`src/rtl/fetch_pkg.sv`:
```
// Shared widths and the buffered fetch entry type for the fetch stage.
package fetch_pkg;

    localparam int ADDR_W = 5;
    localparam int INST_W = 32;

    typedef struct packed {
        logic [ADDR_W-1:0] pc;
        logic [INST_W-1:0] inst;
    } fetch_entry_t;

endpackage

```
`src/rtl/fetch_fifo.sv`:
```
// Small synchronous FIFO of fetch entries with wrapping read/write pointers.
// Clear has priority over push/pop. Push while full is accepted only when a
// pop frees the head slot in the same cycle.
import fetch_pkg::*;

module fetch_fifo #(
    parameter  int DEPTH = 2,
    localparam int PTR_W = $clog2(DEPTH),
    localparam int CNT_W = PTR_W + 1
) (
    input  logic             clk,
    input  logic             rst,
    input  logic             push,
    input  logic             pop,
    input  logic             clear,
    input  fetch_entry_t     wr_data,
    output fetch_entry_t     rd_data,
    output logic [CNT_W-1:0] count,
    output logic             empty
);

    fetch_entry_t     mem_q [DEPTH];
    fetch_entry_t     mem_d [DEPTH];
    logic [PTR_W-1:0] wr_ptr_q, wr_ptr_d;
    logic [PTR_W-1:0] rd_ptr_q, rd_ptr_d;
    logic [CNT_W-1:0] count_q, count_d;
    logic             full;
    logic             push_ok;
    logic             pop_ok;

    assign empty   = (count_q == '0);
    assign full    = (count_q == CNT_W'(DEPTH));
    assign pop_ok  = pop & ~empty;
    assign push_ok = push & (~full | pop_ok);
    assign rd_data = mem_q[rd_ptr_q];
    assign count   = count_q;

    // Next-state for storage, pointers and occupancy
    always_comb begin
        mem_d    = mem_q;
        wr_ptr_d = wr_ptr_q;
        rd_ptr_d = rd_ptr_q;
        count_d  = count_q;
        if (clear) begin
            wr_ptr_d = '0;
            rd_ptr_d = '0;
            count_d  = '0;
        end else begin
            if (push_ok) begin
                mem_d[wr_ptr_q] = wr_data;
                wr_ptr_d        = wr_ptr_q + PTR_W'(1);
            end
            if (pop_ok) begin
                rd_ptr_d = rd_ptr_q + PTR_W'(1);
            end
            count_d = count_q + CNT_W'(push_ok) - CNT_W'(pop_ok);
        end
    end

    // Per-entry storage registers
    genvar gi;
    generate
        for (gi = 0; gi < DEPTH; gi++) begin : g_mem
            always_ff @(posedge clk or negedge rst) begin
                if (!rst) begin
                    mem_q[gi] <= '0;
                end else begin
                    mem_q[gi] <= mem_d[gi];
                end
            end
        end
    endgenerate

    // Pointer and occupancy registers
    always_ff @(posedge clk or negedge rst) begin
        if (!rst) begin
            wr_ptr_q <= '0;
            rd_ptr_q <= '0;
            count_q  <= '0;
        end else begin
            wr_ptr_q <= wr_ptr_d;
            rd_ptr_q <= rd_ptr_d;
            count_q  <= count_d;
        end
    end

endmodule

```
`src/rtl/fetch_unit.sv`:
```
// Instruction fetch stage: issues ROM reads at pc_in, captures the returned
// word one cycle later and buffers {pc, inst} pairs for decode. Issue is
// credit based (buffered + in-flight must stay within DEPTH), so the FIFO
// can never overflow. A flush cancels the in-flight read and empties the
// buffer at the next edge.
import fetch_pkg::*;

module fetch_unit #(
    parameter int DEPTH = 2
) (
    input  logic              clk,
    input  logic              rst,
    input  logic [ADDR_W-1:0] pc_in,
    output logic              pc_advance,
    input  logic              flush,
    output logic              imem_req,
    output logic [ADDR_W-1:0] imem_addr,
    input  logic [INST_W-1:0] imem_rdata,
    output logic              dec_valid,
    input  logic              dec_ready,
    output logic [INST_W-1:0] dec_inst,
    output logic [ADDR_W-1:0] dec_pc
);

    localparam int CNT_W = $clog2(DEPTH) + 1;

    logic              inflight_v_q, inflight_v_d;
    logic [ADDR_W-1:0] inflight_pc_q, inflight_pc_d;
    logic [CNT_W-1:0]  count;
    logic              empty;
    logic              pop;
    logic              push;
    logic              issue;
    logic [CNT_W:0]    credit_used;
    fetch_entry_t      push_entry;
    fetch_entry_t      head_entry;

    assign dec_valid = ~empty;
    assign pop       = dec_valid & dec_ready;

    // Entries already owed to the buffer once this cycle's pop retires.
    // count >= pop always, so this never underflows.
    assign credit_used = {1'b0, count} + (CNT_W+1)'(inflight_v_q) - (CNT_W+1)'(pop);

    // rst gates issue so the request outputs are low while reset is held.
    assign issue      = rst & ~flush & (credit_used < (CNT_W+1)'(DEPTH));
    assign imem_req   = issue;
    assign pc_advance = issue;
    assign imem_addr  = pc_in;

    // ROM data for the previous request lands now; a flush drops it.
    assign push       = inflight_v_q & ~flush;
    assign push_entry = '{pc: inflight_pc_q, inst: imem_rdata};

    // Head is forced to zero when nothing is buffered.
    assign dec_inst = dec_valid ? head_entry.inst : '0;
    assign dec_pc   = dec_valid ? head_entry.pc   : '0;

    // In-flight tracking: a new request replaces the old one, otherwise it retires
    always_comb begin
        inflight_v_d  = issue;
        inflight_pc_d = inflight_pc_q;
        if (issue) begin
            inflight_pc_d = pc_in;
        end
    end

    // In-flight request registers
    always_ff @(posedge clk or negedge rst) begin
        if (!rst) begin
            inflight_v_q  <= 1'b0;
            inflight_pc_q <= '0;
        end else begin
            inflight_v_q  <= inflight_v_d;
            inflight_pc_q <= inflight_pc_d;
        end
    end

    fetch_fifo #(
        .DEPTH (DEPTH)
    ) u_fifo (
        .clk     (clk),
        .rst     (rst),
        .push    (push),
        .pop     (pop & ~flush),
        .clear   (flush),
        .wr_data (push_entry),
        .rd_data (head_entry),
        .count   (count),
        .empty   (empty)
    );

endmodule

```
`config.mk`:
```
export PLATFORM = sky130hd
export DESIGN_NAME = fetch_unit
export DESIGN_NICKNAME = d
export VERILOG_FILES = /design/src/rtl/fetch_pkg.sv /design/src/rtl/fetch_fifo.sv /design/src/rtl/fetch_unit.sv
export SDC_FILE = /design/constraint.sdc
export NUM_CORES = 1
export LEC_CHECK = 0
export BUFFER_PORTS_ARGS = -buffer_cell sky130_fd_sc_hd__buf_2
export CAP_MARGIN = 25
export CORE_MARGIN = 3
export CORE_UTILIZATION = 49
export CTS_CLUSTER_SIZE = 24
export DETAILED_ROUTE_END_ITERATION = 16
export GPL_TIMING_DRIVEN = 0
export PLACE_DENSITY = 0.76
export SKIP_LAST_GASP = 1
export SLEW_MARGIN = 25
export SYNTH_ARGS = -nofsm -noshare
export SYNTH_HDL_FRONTEND = slang
export SYNTH_SLANG_ARGS = --single-unit
```
`constraint.sdc`:
```
create_clock -name clk -period 2.6 [get_ports clk]
set_clock_uncertainty 0.05 [all_clocks]
set_input_delay 0.13 -clock clk [delete_from_list [all_inputs] [get_ports clk]]
set_output_delay 0.13 -clock clk [all_outputs]
set_load 0.02 [all_outputs]
```
==> impl_results.md, run 1 <==
* Core box area at ~7500 um2
* Drt first pass iters at 4
* Antenna Cells at 0
* Crit end category: output port
* First-iteration detailed-routing DRC count at 71
* Post-Synth Simple-Gate Area at under 10%
* GR Overflow Total at 0
* Design area at between 5000 and 6000 um2
* Place WS at -101 ps
* First-pass GRT wire length at roughly 14,000 um
* Detail Placement HPWL at between 5000 and 6000 um
* Worst path bufs/invs at 3
* Arr. time, crit path at roughly 2400 ps
* DR DRC count at 0
* Worst r2r path cells at 10
* All-Layer GR Usage at 20.0%
* Cells after Synth at about 290
* Placed standard-cell area at around 4500 um2
* HP Class: primary input to flop
* Critical path fanouts, max at 3
* Final Hold Fails at 0
* Largest net degree at the start of global routing at 47
* Post-layout min period at about 2600 ps
* Worst path max stage delay at roughly 530 ps
* CTS max path bufs at 2
* Design Power at approximately 5.2 mW
* Final setup viols at 1
* Synth Area in XOR/XNOR at 0.671%
* Mux share of post-synthesis cell area at between 30% and 40%
* Failing checks: negative setup slack
* Unique masters post-synth at 22
* Slew @ Worst Pin at approximately 750 ps
* Register area share after synthesis at a little over half
* Top delay family on crit path: adder cells
* DR vias at about 2,700
* Critical Path RT at roughly 2400 ps
* Slew Limit Fails at 0
* Setup_tns at -23.4 ps
* Synth top area share at 53.7%
* Overall die width at around 95 um
* RePlAce Congestion at approximately 0.7
* Outcome: finished with violations
* Top Ports at between 80 and 90
* CP Cell Sequence: o21ai_2 > inv_2 > ha_4 > nand2b_4 > fa_2 > nand2_2 > nor3_4 > buf_4 > buf_6
* Root buffer cell: clkbuf_8
* Antenna-violating nets left at 0
* Layout cells sized above 1 at 49.2%
* H-tree depth at 3
* Static Leak at between 2 and 3 nW
* Row count at 31
* Worst slew margin at 49.7%
* Mapped Avg Cell Area at around 14 um2
* Main combinational cell family by area after synthesis: multiplexers
* Reg clk slew, reported paths at 80 ps
* Synth Warn # at 0
* Crit share post-route at 101%
* Routed length per instance at 15.9 um
* WHS Path Cells at 2
* Synth Net Count at approximately 330
* Compound-Gate Fraction of Synth Area at less than 1%
* Multi-input gate area at approximately 1700 um2
* Antenna violations before repair at 0
* Mapped cell area at 3920 um2
* Type of origin of the critical path: flop
* Post-Route WL at 8520 um
* Area delta synth->final at 34.2%
* Total of max-cap violations at 0
* Clk Latency, worst-skew pair at roughly 340 ps
* Die height at about 95 um
* Area leader, netlist: dfrtp_1
* Fmax at 381 MHz
* CTS buffer count at 9
* Port Buf Inserts at 84
* Clk sinks at 84
* Initial core utilization at 52.3%
* Final #Nets at roughly 480
* Register area at 2100 um2
* FILL cells at ~530
* PD cells at 991 nW/um2
* Yosys reg bits at 84
* RSZ-0062 raised after global routing: true
* CTS tree: yes
* Vias per std cell at about 4.9
* Critical path type: flop to output port
* Die area at 9100 um2
* Top post-synthesis cells by area: dfrtp_1 54%, mux2_2 17%, mux2i_1 9.5%
* Peak supply drop at about 680 uV
* Slowest CP cell: fa_2
* Crit path depth at 9
* Final worst setup slack at -23.4 ps
* Adder-cell share of the synthesized area at roughly 1.5%
* Number of global-route vias before repair at approximately 2,800
==> Yosys cell counts <==
master,instances
nor3_2,1
nor3b_1,3
ha_1,3
o21ai_0,2
mux2_2,60
nand2b_1,2
nand2_1,1
inv_1,4
nor3_1,1
xor2_1,3
fa_1,1
or4b_4,1
dfrtp_1,84
mux2i_1,37
buf_6,3
and2_1,1
nor2_1,41
clkbuf_1,7
buf_2,7
mux2_4,19
nor2b_1,1
buf_4,6
==> metrics by stage <==
| step | cells | utilization (%) | hold WS, ps |
|---|---|---|---|
| 3_5_place_dp | 472 | 60.1 | 99.4 |
| 6_report | 536 | 70.2 | 111 |
| 2_1_floorplan | 288 | - | -216 |
| 4_1_cts | 535 | 69.4 | 1.12 |
| 5_1_grt | 536 | 70.2 | 133 |
| 3_3_place_gp | 471 | 59.7 | 325 |
==> sequential cells by signal, summed over array words and instances, names as in the netlist <==
signal and flops:
u_fifo.rd_ptr_q 1, inflight_v_q 1, u_fifo.wr_ptr_q 1, inflight_pc_q 5, u_fifo.mem_q 74, u_fifo.count 2
==> worst register-to-register path, delay by kind of cell, from the launching register on <==
| family | cells | cell delay, ps |
|---|---|---|
| AO/OA/AOI/OAI | 1 | 200 |
| adder cells (fa/ha/maj) | 2 | 740 |
| AND/OR/NAND/NOR | 3 | 420 |
| multiplexers | 1 | 290 |
| buffers and inverters | 3 | 330 |
| flip-flops | 1 | 420 |
==> layout by cell type (no fill, tap or decap), types with 2 or more instances in the layout <==
cell / count
buf_4: 15
clkbuf_1: 7
inv_1: 3
nor2_1: 41
mux2i_1: 37
clkbuf_2: 2
buf_6: 7
buf_2: 89
mux2_4: 24
bufinv_16: 2
dlygate4sd3_1: 38
dfrtp_1: 83
xor2_1: 3
ha_1: 2
nor3b_1: 3
clkbuf_8: 10
mux2_2: 55
==> per-layer routing <==
metal / global-route usage (%) / vias to the layer above / part of all wire [%]
li1: - / 1266 / -
met1: 25.6 / 1299 / 45
met2: 33.7 / 77 / 48
met3: 5.13 / 8 / 6.0
met4: 5.69 / 0 / 1.1
met5: 0 / - / 0
==> final cells by class <==
class / count / area share [%]
buffer: 23 / 2.71
clock buffer: 12 / 2.76
clock inverter: 2 / 1.14
inverter: 4 / 0.286
multi-input combinational: 177 / 32.6
sequential: 84 / 40.0
tap: 99 / 2.36
timing repair buffer: 135 / 18.1
==> power by group <==
part / switching, mW / leakage [nW] / internal (mW)
sequential: 0.333 / 1.05 / 1.93
clock: 0.431 / 0.103 / 0.558
combinational: 0.862 / 1.44 / 1.09
total: 1.63 / 2.59 / 3.58
==> cell families (layout without fill, tap and decap cells) <==
family                     Yosys count  after routing
AOI/OAI and AO/OA                    2              2
xor gates and xnor gates             3              3
adders and majority gates            4              4
buffers and inverters               27            176
DFF                                 84             84
muxes                              116            116
and+or+nand+nor                     52             52
==> final timing paths <==
| kind | from | end | slack (ps) |
|---|---|---|---|
| max in group asynchronous | rst | inflight_pc_q[3] | 2010 |
| min | flush | u_fifo.rd_ptr_q | 110 |
| min reg2reg | u_fifo.mem_q[60] | u_fifo.mem_q[60] | 460 |
| min in group asynchronous | rst | u_fifo.mem_q[43] | 250 |
| max | u_fifo.count[0] | pc_advance | -20 |
| max reg2reg | u_fifo.count[0] | inflight_pc_q[2] | 50 |
==> repair_timing <==
item / CTS / global route
buffers inserted: 11 / 0
hold buffers: 38 / 1
pin swaps: 2 / 0
resized for setup: 6 / 14
endpoints found under the setup margin: 7 / 19
hold endpoints to repair: 107 / 1
Note: power is estimated with default switching activity, not from simulation.
==> run 2, diff against run 1 <==
- ABC_AREA: not set -> 1
- PLACE_DENSITY: 0.76 -> 0.75
==> run 2 against run 1 <==
  * The run still ends with negative setup slack left
  * Final area grew 3.6%
  * Die area is 5.8% higher
  * Wire length grew 44%
  * Sequential share of layout area down 1.4 points
  * Critical path type unchanged
  * Critical endpoint unchanged
==> impl_results.md, run 2 <==
* Outcome: finished with violations
* Failing checks: negative setup slack
* RSZ-0062 raised after global routing: true
* Area leader, netlist: dfrtp_1
* Top Ports at 86
* Post-synth EDFFs at 0
* Row count at 32
* Most frequent cells in the layout: 241 x nand2_1, 107 x buf_2, 83 x dfrtp_1
* Die height at between 90 and 100 um
* Synth top area share at 50.5%
* All-Layer GR Usage at a little over a quarter
* Most frequent cell after synthesis: nand2_1
* Root buffer cell: clkbuf_8
* Final setup viols at 2
* Total of max-cap violations at 0
* Global route hottest layer: met2
* HP Class: primary input to flop
* Post-layout min period at about 2600 ps
* Layout cells sized above 1 at a little under a quarter
* Slew @ Worst Pin at about 540 ps
* Clk sinks at 84
* GR Util met3 at 5.71%
* Routed length per instance at 15.8 um
* Crit end category: output port
* Cells after Synth at ~530
* Top post-synthesis cells by area: dfrtp_1 51%, nand2_1 22%, nand4_1 11%
* Arr. time, crit path at between 2000 and 2500 ps
* Critical Path RT at around 2400 ps
* Met1 Use GR at 34.7%
* Drt first pass iters at 5
* Slowest CP cell: fa_1
* Synth Net Count at between 500 and 600
* Ys flop type: dfrtp_1
* First-iteration detailed-routing DRC count at ~270
* Antenna-violating nets left at 0
* Area delta synth->final at 30.9%
* DR vias at around 4,300
* Top delay family on crit path: adder cells
* Met2 GRT Util at around 43%
* Slew Limit Fails at 0
* Worst path max stage delay at around 500 ps
* Yosys reg bits at 84
* Synth Warn # at 0
* Register area share after synthesis at approximately 51%
* Top reg by flops: u_fifo.mem_q
* Final worst setup slack at -34.8 ps
* Asr flop ratio synth at 100%
* Fmax at between 300 and 400 MHz
* Final Hold Fails at 0
* PD cells at slightly below 900 nW/um2
* CP Cell Sequence: nor2_4 > nor2_4 > ha_4 > or2_4 > fa_1 > nand2_2 > nor2_4 > nand2_4 > inv_4 > buf_6 > buf_6
* Unique masters post-synth at 19
* Mapped Avg Cell Area at 7.91 um2
* Critical path fanouts, max at 3
* RePlAce Congestion at roughly 0.81
* Worst path bufs/invs at 3
* Post-Route WL at ~12,000 um
* Core box area at 7970 um2
* Port Buf Inserts at 85
* Antenna violations before repair at 0
* H-tree depth at 3
* Overall die width at 98.1 um
* Design Power at approximately 4.7 mW
* Initial core utilization at 52.2%
* First-pass GRT wire length at a little over 20,000 um
* Clk Latency, worst-skew pair at 360 ps
* Largest net degree at the start of global routing at 50
* GR Overflow Total at 0
* Worst slew margin at a little under two thirds
* Peak supply drop at around 480 uV
* Type of origin of the critical path: flop
* Critical path type: flop to output port
* Final Util at about two thirds
* Die area at roughly 9600 um2
* Max reg flops at 74
* Mapped cell area at between 4000 and 5000 um2
* Final #Nets at between 700 and 800
* Crit share post-route at 101%
* Reg clk slew, reported paths at about 90 ps
* CP dominant cell by count: nor2_4
* CTS tree: yes
* Commonest non-fill, non-tap cell in the layout: nand2_1
* Detail Placement HPWL at slightly below 8000 um
* Top cells by count, synth: 244 x nand2_1, 84 x dfrtp_1, 74 x nand4_1
* Vias per std cell at 5.54
* R2R Setup Slk at ~210 ps
* Antenna Cells at 0
* CTS max path bufs at 2
* Number of global-route vias before repair at 4,276
* Static Leak at ~2.9 nW
* DR DRC count at 0
* CTS buffer count at 9
## run 2: cell count changes after synthesis, sizes merged, moves of 2 or more
| cell | delta |
|---|---|
| nand4 | +74 |
| nor3b | -3 |
| nand2 | +243 |
| nor2 | -33 |
| mux2i | -37 |
| inv | +10 |
| o21ai | -2 |
| nand2b | -2 |
| nand3 | +10 |
| xor2 | -3 |
| a21oi | +38 |
| clkbuf | +2 |
| mux2 | -79 |
| buf | +23 |
## run 2: report_power, final
group / switching [mW] / internal (mW) / leakage, nW
Sequential: 0.319 / 1.86 / 1.08
Clock: 0.469 / 0.347 / 0.0803
Combinational: 1.07 / 0.641 / 1.75
## run 2: cell type report
cell class | count | area (um2)
fillers | 651 | 2520
flip-flops and latches | 84 | 2100
repair buffers | 135 | 937
well taps | 102 | 128
clock inverters | 4 | 26.3
inverters | 14 | 55.1
multi-input cells | 380 | 1790
clock buffers | 12 | 135
plain buffers | 48 | 274
## run 2: tightest hold or removal path, stage by stage
cell and delay (ps):
buf_2 110, nand4_1 80, nand2_1 60
## run 2: per-stage QoR
| step | std cells | hold slack, ps | instance area, um2 | setup slack [ps] | TNS, ps |
|---|---|---|---|---|---|
| 6_report | 779 | 20.7 | 5440 | -34.8 | -42.2 |
| 2_1_floorplan | 526 | -216 | 4160 | 20.2 | 0 |
| 5_1_grt | 779 | 21.5 | 5440 | -109 | -189 |
| 3_5_place_dp | 714 | 79.4 | 4750 | -293 | -902 |
| 3_3_place_gp | 713 | 330 | 4720 | -332 | -1210 |
| 4_1_cts | 776 | 0.144 | 5420 | -67.5 | -109 |
## run 2: metal layers
metal / wire length, um / share of wire [%]
met4: 255 / 2.1
met1: 5110 / 42
met2: 5920 / 48
met5: 0 / 0
met3: 1020 / 8.3
## run 2: logic make-up (layout without fill, tap and decap cells)
kind of cell    count (synthesis)  after routing  share of synthesized area (%)
flops                          84             84                           50.5
compound gates                 38             38                           4.57
fa+ha+maj                       4              4                           1.38
simple gates                  338            338                           35.8
buf+inv                        62            213                           7.76
## run 2: final timing paths
path,from,endpoint,cells past startpoint
worst max-delay path,u_fifo.count[1],pc_advance,11
worst min-delay path,imem_rdata[25],u_fifo.mem_q[25],3
worst max register to register,u_fifo.count[1],inflight_pc_q[2],12
worst min register to register,u_fifo.mem_q[23],u_fifo.mem_q[23],2
max in group asynchronous,rst,inflight_pc_q[2],3
min in group asynchronous,rst,u_fifo.mem_q[56],3
## run 2: what timing repair did
item,CTS,global route
hold endpoints to repair,94,0
pin swaps,5,4
setup buffers,7,3
setup endpoints to repair,8,2
hold buffers,39,0
resized for setup,14,2
